==> config.mk <==
export PLATFORM = sky130hd
export DESIGN_NAME = tff_bank_arbiter_flat
export DESIGN_NICKNAME = d
export VERILOG_FILES = /design/src/rtl/tff_bank_arbiter_if.sv /design/src/rtl/tff_bank_arbiter.sv /design/src/flat_wrapper.sv
export SDC_FILE = /design/constraint.sdc
export NUM_CORES = 1
export LEC_CHECK = 0
export CAP_MARGIN = 30
export CORE_MARGIN = 5
export CORE_UTILIZATION = 50
export CTS_CLUSTER_SIZE = 25
export DETAILED_ROUTE_END_ITERATION = 16
export DONT_BUFFER_PORTS = 1
export SLEW_MARGIN = 10
export SYNTH_ARGS = -nofsm -noshare
export SYNTH_HDL_FRONTEND = slang
export SYNTH_SLANG_ARGS = --single-unit
==> constraint.sdc <==
create_clock -name clk -period 4.59 [get_ports clk]
set_clock_uncertainty 0.1 [all_clocks]
set_input_delay 0.918 -clock clk [delete_from_list [all_inputs] [get_ports clk]]
set_output_delay 0.918 -clock clk [all_outputs]
set_load 0.01 [all_outputs]
==> src/rtl/tff_bank_arbiter_if.sv <==
// Request/grant/bank bus for tff_bank_arbiter: the master drives requests, masks
// and clear, and the slave returns the grant, done pulse, bank state and busy.
interface tff_bank_arbiter_if #(
  parameter int WIDTH = 4
);
  logic [3:0]         req;
  logic [4*WIDTH-1:0] mask;
  logic               clr;
  logic [3:0]         gnt;
  logic               done;
  logic [WIDTH-1:0]   q;
  logic               busy;

  modport master (output req, mask, clr, input gnt, done, q, busy);
  modport slave  (input req, mask, clr, output gnt, done, q, busy);
endinterface

==> src/rtl/tff_bank_arbiter.sv <==
// Four-requester arbiter sharing one bank of WIDTH T flip-flops.
// Define TFF_ARB_FIXED_PRIO_EN for fixed priority (req[0] highest); round-robin otherwise.
module tff_bank_arbiter #(
  parameter int WIDTH = 4,
  parameter int NREQ  = 4
) (
  input  logic                clk,
  input  logic                rst_n,
  tff_bank_arbiter_if.slave   bus
);

  typedef enum logic [1:0] {
    IDLE    = 2'd0,
    GRANT   = 2'd1,
    APPLY   = 2'd2,
    RELEASE = 2'd3
  } state_e;

  state_e            state_q, state_d;
  logic [1:0]        win_q, win_d;
  logic [1:0]        win_sel;
  logic [WIDTH-1:0]  mask_q, mask_d;
  logic [WIDTH-1:0]  mask_sel;
  logic [NREQ-1:0]   gnt_q, gnt_d;
  logic              done_q, done_d;
  logic              busy_q, busy_d;
  logic [WIDTH-1:0]  bank_q, bank_d;

`ifdef TFF_ARB_FIXED_PRIO_EN
  function automatic logic [1:0] pick_winner(input logic [3:0] r);
    logic [1:0] res;
    res = 2'd0;
    for (int k = 3; k >= 0; k--) begin
      if (r[k]) begin
        res = k[1:0];
      end else begin
        res = res;
      end
    end
    return res;
  endfunction
`else
  logic [1:0] ptr_q, ptr_d;

  // Search starts at the pointer; the 2-bit sum wraps 3 -> 0 on its own.
  function automatic logic [1:0] pick_winner(input logic [3:0] r, input logic [1:0] p);
    logic [1:0] idx;
    logic [1:0] res;
    logic       found;
    res   = p;
    found = 1'b0;
    for (int k = 0; k < 4; k++) begin
      idx = p + k[1:0];
      if (!found && r[idx]) begin
        res   = idx;
        found = 1'b1;
      end else begin
        found = found;
      end
    end
    return res;
  endfunction
`endif

  // Winner candidate and its mask, evaluated every cycle for use from IDLE
  always_comb begin
`ifdef TFF_ARB_FIXED_PRIO_EN
    win_sel = pick_winner(bus.req);
`else
    win_sel = pick_winner(bus.req, ptr_q);
`endif
    mask_sel = bus.mask[int'(win_sel)*WIDTH +: WIDTH];
  end

  // Next-state and output logic of the grant sequencer
  always_comb begin
    state_d = state_q;
    win_d   = win_q;
    mask_d  = mask_q;
    gnt_d   = gnt_q;
    done_d  = 1'b0;
    bank_d  = bank_q;
`ifndef TFF_ARB_FIXED_PRIO_EN
    ptr_d   = ptr_q;
`endif
    case (state_q)
      IDLE: begin
        if (|bus.req) begin
          state_d = GRANT;
          win_d   = win_sel;
          mask_d  = mask_sel;
          gnt_d   = {{(NREQ-1){1'b0}}, 1'b1} << win_sel;
        end else begin
          gnt_d   = {NREQ{1'b0}};
        end
      end
      GRANT: begin
        if (bus.req[win_q]) begin
          state_d = APPLY;
          bank_d  = bank_q ^ mask_q;
          done_d  = 1'b1;
`ifndef TFF_ARB_FIXED_PRIO_EN
          ptr_d   = win_q + 2'd1;
`endif
        end else begin
          state_d = IDLE;
          gnt_d   = {NREQ{1'b0}};
        end
      end
      APPLY: begin
        state_d = RELEASE;
        // Requester already let go after seeing done: drop the grant now
        if (!bus.req[win_q]) begin
          gnt_d = {NREQ{1'b0}};
        end else begin
          gnt_d = gnt_q;
        end
      end
      RELEASE: begin
        if (!bus.req[win_q] || (gnt_q == {NREQ{1'b0}})) begin
          state_d = IDLE;
          gnt_d   = {NREQ{1'b0}};
        end else begin
          state_d = RELEASE;
        end
      end
      default: begin
        state_d = IDLE;
        gnt_d   = {NREQ{1'b0}};
      end
    endcase
    // Clear wins over a coincident toggle; sequencing is untouched
    if (bus.clr) begin
      bank_d = {WIDTH{1'b0}};
    end else begin
      bank_d = bank_d;
    end
    busy_d = (state_d != IDLE);
  end

  // State and registered outputs
  always_ff @(posedge clk or negedge rst_n) begin
    if (!rst_n) begin
      state_q <= IDLE;
      win_q   <= 2'd0;
      mask_q  <= {WIDTH{1'b0}};
      gnt_q   <= {NREQ{1'b0}};
      done_q  <= 1'b0;
      busy_q  <= 1'b0;
      bank_q  <= {WIDTH{1'b0}};
`ifndef TFF_ARB_FIXED_PRIO_EN
      ptr_q   <= 2'd0;
`endif
    end else begin
      state_q <= state_d;
      win_q   <= win_d;
      mask_q  <= mask_d;
      gnt_q   <= gnt_d;
      done_q  <= done_d;
      busy_q  <= busy_d;
      bank_q  <= bank_d;
`ifndef TFF_ARB_FIXED_PRIO_EN
      ptr_q   <= ptr_d;
`endif
    end
  end

  assign bus.gnt  = gnt_q;
  assign bus.done = done_q;
  assign bus.q    = bank_q;
  assign bus.busy = busy_q;

endmodule

==> src/flat_wrapper.sv <==
// flat-port wrapper written by rule: the top's interface ports become plain ports
module tff_bank_arbiter_flat 
#(
  parameter int WIDTH = 4,
  parameter int NREQ  = 4
)
  (clk, rst_n, bus_req, bus_mask, bus_clr, bus_gnt, bus_done, bus_q, bus_busy);
  tff_bank_arbiter_if #(.WIDTH(WIDTH)) bus_i ();
  input  logic clk;
  input  logic rst_n;
  input wire logic [$bits(bus_i.req)-1:0] bus_req;
  input wire logic [$bits(bus_i.mask)-1:0] bus_mask;
  input wire logic [$bits(bus_i.clr)-1:0] bus_clr;
  output wire logic [$bits(bus_i.gnt)-1:0] bus_gnt;
  output wire logic [$bits(bus_i.done)-1:0] bus_done;
  output wire logic [$bits(bus_i.q)-1:0] bus_q;
  output wire logic [$bits(bus_i.busy)-1:0] bus_busy;
  assign bus_i.req = bus_req;
  assign bus_i.mask = bus_mask;
  assign bus_i.clr = bus_clr;
  assign bus_gnt = bus_i.gnt;
  assign bus_done = bus_i.done;
  assign bus_q = bus_i.q;
  assign bus_busy = bus_i.busy;
  tff_bank_arbiter #(.WIDTH(WIDTH), .NREQ(NREQ)) u_core (.clk(clk), .rst_n(rst_n), .bus(bus_i));
endmodule
==> impl_metrics.json <==
{
  "cts.path.max_buffers": 2,
  "vias_per_cell": 5.83,
  "switchingPower_uw": 332,
  "post_cts_buffers": 0,
  "area_growth_pct": 6.55,
  "gp_congestion": 0.865,
  "p_leak_nw": 0.521,
  "grt_pass1_vias": 900,
  "die_w_um": 57.9,
  "syn_inst": 119,
  "critPathRequiredTime_ns": 4.68,
  "initial_utilization_pct": 52.3,
  "syn_area_um2": 1150,
  "grt_pass1_wl_um": 4020,
  "diodes": 0,
  "seq_power_share_pct": 41.7,
  "syn_nets": 147,
  "cts.reportedPaths.clkPinSlew_ns": 0.12,
  "cp.depth": 4,
  "drtIter0Drc": 24,
  "finalNetCount": 150,
  "worstMarginPinSlew_ns": 0.656,
  "synth_warnings": 0,
  "max_stage_delay_ns": 0.56,
  "synth-seq-area-share_pct": 43.7,
  "vias": 869,
  "critPathMaxFanout": 13,
  "ant_nets": 0,
  "rsz0062_at_grt": "no",
  "tns_ns": 0,
  "drc": 0,
  "period_minus_slack_ns": 2.31,
  "syn_avg_cell_area_um2": 9.63,
  "crit_chain": "nor4_1 > nand2b_1 > nor2b_1 > a221o_1",
  "p_per_area_nw_per_um2": 664,
  "numCtsBuffers": 3,
  "hold_viol": 0,
  "holdBufCountCts": 0,
  "first_pass_iters": 4,
  "numPortBuffers": 0,
  "ys_types": 29,
  "critPathTopFamily": "simple AND/OR/NAND/NOR gates",
  "status": "finished, final reports clean",
  "fmax_mhz": 432,
  "grt_usage_pct": 15.4,
  "ff2ff_path_depth": 5,
  "core-area_um2": 2190,
  "p_int_uw": 479,
  "root_buffer": "clkbuf_4",
  "hold_ws_ns": 0.188,
  "ys_ff_latch": 20,
  "cap_viol_max_count": 0,
  "io-pin-count": 33,
  "critical_path_class": "input pin to register",
  "num_rows": 17,
  "min_path_type": "input pin to asynchronous set/reset pin",
  "avgRoutedWirePerCell_um": 16.0,
  "maxSlewViolCount": 0,
  "die-area_um2": 3350,
  "finalCritPeriodShare_pct": 50.4,
  "final_util_pct": 55.7,
  "fp.dieH_um": 57.9,
  "grt_overflow": 0,
  "path_buf_inv": 0,
  "grt_start_max_net_pins": 21,
  "slowest_stage": "nor4_1",
  "setup_viol": 0,
  "relSlewSlack_pct": 56.3,
  "power_frac_clock_pct": 17.7,
  "cts.sinks": 20,
  "post_cts_resized": 0,
  "p_comb_share_pct": 40.6,
  "drive_gt1_share_pct": 6.61,
  "antenna_found_initial": 0,
  "cts_htree_levels": 1,
  "switching_share_pct": 41.0,
  "drt_wl_total_um": 2390,
  "dpl.hpwl_um": 1900,
  "cts_tree": "done",
  "startpoint_type": "input pin",
  "peakVddDrop_uv": 321,
  "clk_latency_ns": 0.30,
  "endpoint_kind": "register",
  "arrival_ns": 2.41
}
==> cells in the final DEF (no fill, tap or decap), types with 5 or more instances in the layout <==
master   Yosys  routed
a21oi_1      5       5
ha_1         5       5
nor2_1       7       7
xor2_1       5       5
nand2_1     15      15
o21ai_0     13      13
inv_1        9       9
dfrtp_1     20      20
==> cell type report <==
cell class              instances  area, um2
multi-input cells              88        599
flip-flops and latches         20        500
clock buffers                   3       22.5
inverters                       9       33.8
fillers                       196        970
well taps                      28       35.0
clock inverters                 1       30.0
==> stage by stage <==
stage / cells / setup WS, ns / power (mW) / instance area [um2]
6_report: 149 / 2.28 / 0.811 / 1220
4_1_cts: 149 / 2.27 / 0.817 / 1220
5_1_grt: 149 / 2.13 / 0.885 / 1220
3_3_place_gp: 145 / 2.04 / 0.664 / 1170
3_5_place_dp: 145 / 1.95 / 0.672 / 1170
2_1_floorplan: 119 / 2.07 / 0.596 / 1150
==> cells by family (layout without fill, tap and decap cells) <==
| group | count (synthesis) | in the layout | share of synthesized area (%) |
|---|---|---|---|
| AOI/OAI and AO/OA | 35 | 35 | 19.8 |
| xor gates and xnor gates | 5 | 5 | 3.82 |
| adders and majority gates | 5 | 5 | 5.46 |
| buffers and inverters | 11 | 13 | 4.04 |
| DFF | 20 | 20 | 43.7 |
| muxes | 5 | 5 | 5.89 |
| and+or+nand+nor | 38 | 38 | 17.4 |
==> registers in the layout, summed over array words and instances, names as in the netlist <==
name,count
u_core.bus.gnt,4
u_core.mask_q,4
u_core.ptr_q,2
u_core.bus.busy,1
u_core.bus.done,1
u_core.state_q,2
u_core.bus.q,4
u_core.win_q,2
==> cell usage after synthesis, drive strengths merged <==
| cell type | instances | area, um2 |
|---|---|---|
| a221o | 4 | 40.0 |
| o31a | 1 | 8.76 |
| xor2 | 5 | 43.8 |
| dfrtp | 20 | 500 |
| nor4 | 2 | 27.5 |
| nor3 | 1 | 5.00 |
| nand3 | 4 | 20.0 |
| a211oi | 4 | 30.0 |
| o21a | 1 | 7.51 |
| inv | 9 | 33.8 |
| o221ai | 1 | 8.76 |
| o22ai | 4 | 25.0 |
| nand2 | 15 | 56.3 |
| ha | 5 | 62.6 |
| buf | 2 | 12.5 |
| o21ai | 14 | 70.1 |
| or4 | 1 | 7.51 |
| mux2 | 4 | 45.0 |
| nor2b | 4 | 25.0 |
| nand2b | 2 | 12.5 |
| and3b | 1 | 12.5 |
| a21oi | 5 | 25.0 |
| mux4 | 1 | 22.5 |
| o41a | 1 | 11.3 |
| nor2 | 8 | 32.5 |
==> routing by layer <==
| layer | GRT usage, % | part of all wire [%] | vias to the layer above |
|---|---|---|---|
| met1 | 20.2 | 48 | 405 |
| li1 | - | - | 431 |
| met2 | 24.0 | 44 | 31 |
| met4 | 6.95 | 1.1 | 0 |
| met3 | 3.34 | 6.4 | 2 |
| met5 | 0 | 0 | - |
==> worst paths after layout <==
path | from | end | slack [ns]
hold / removal | rst_n | u_core.bus.gnt[1]$_DFFE_PN0P_ | 0.19
min in group clk | u_core.mask_q[0]$_DFFE_PN0P_ | u_core.mask_q[0]$_DFFE_PN0P_ | 0.43
max in group asynchronous | rst_n | u_core.mask_q[1]$_DFFE_PN0P_ | 4.12
setup / recovery | bus_req[0] | u_core.mask_q[1]$_DFFE_PN0P_ | 2.28
setup reg to reg | u_core.ptr_q[1]$_DFFE_PN0P_ | u_core.mask_q[3]$_DFFE_PN0P_ | 2.44
hold reg to reg | u_core.mask_q[0]$_DFFE_PN0P_ | u_core.mask_q[0]$_DFFE_PN0P_ | 0.43
==> power by group through the flow <==
stage          logic (mW)  registers (mW)  clock network (mW)
2_1_floorplan       0.277           0.319                   0
3_3_place_gp        0.322           0.342                   0
3_5_place_dp        0.329           0.342                   0
4_1_cts             0.331           0.339               0.147
5_1_grt             0.382           0.350               0.152
6_report            0.329           0.338               0.144
(Power assumes the default switching activity.)
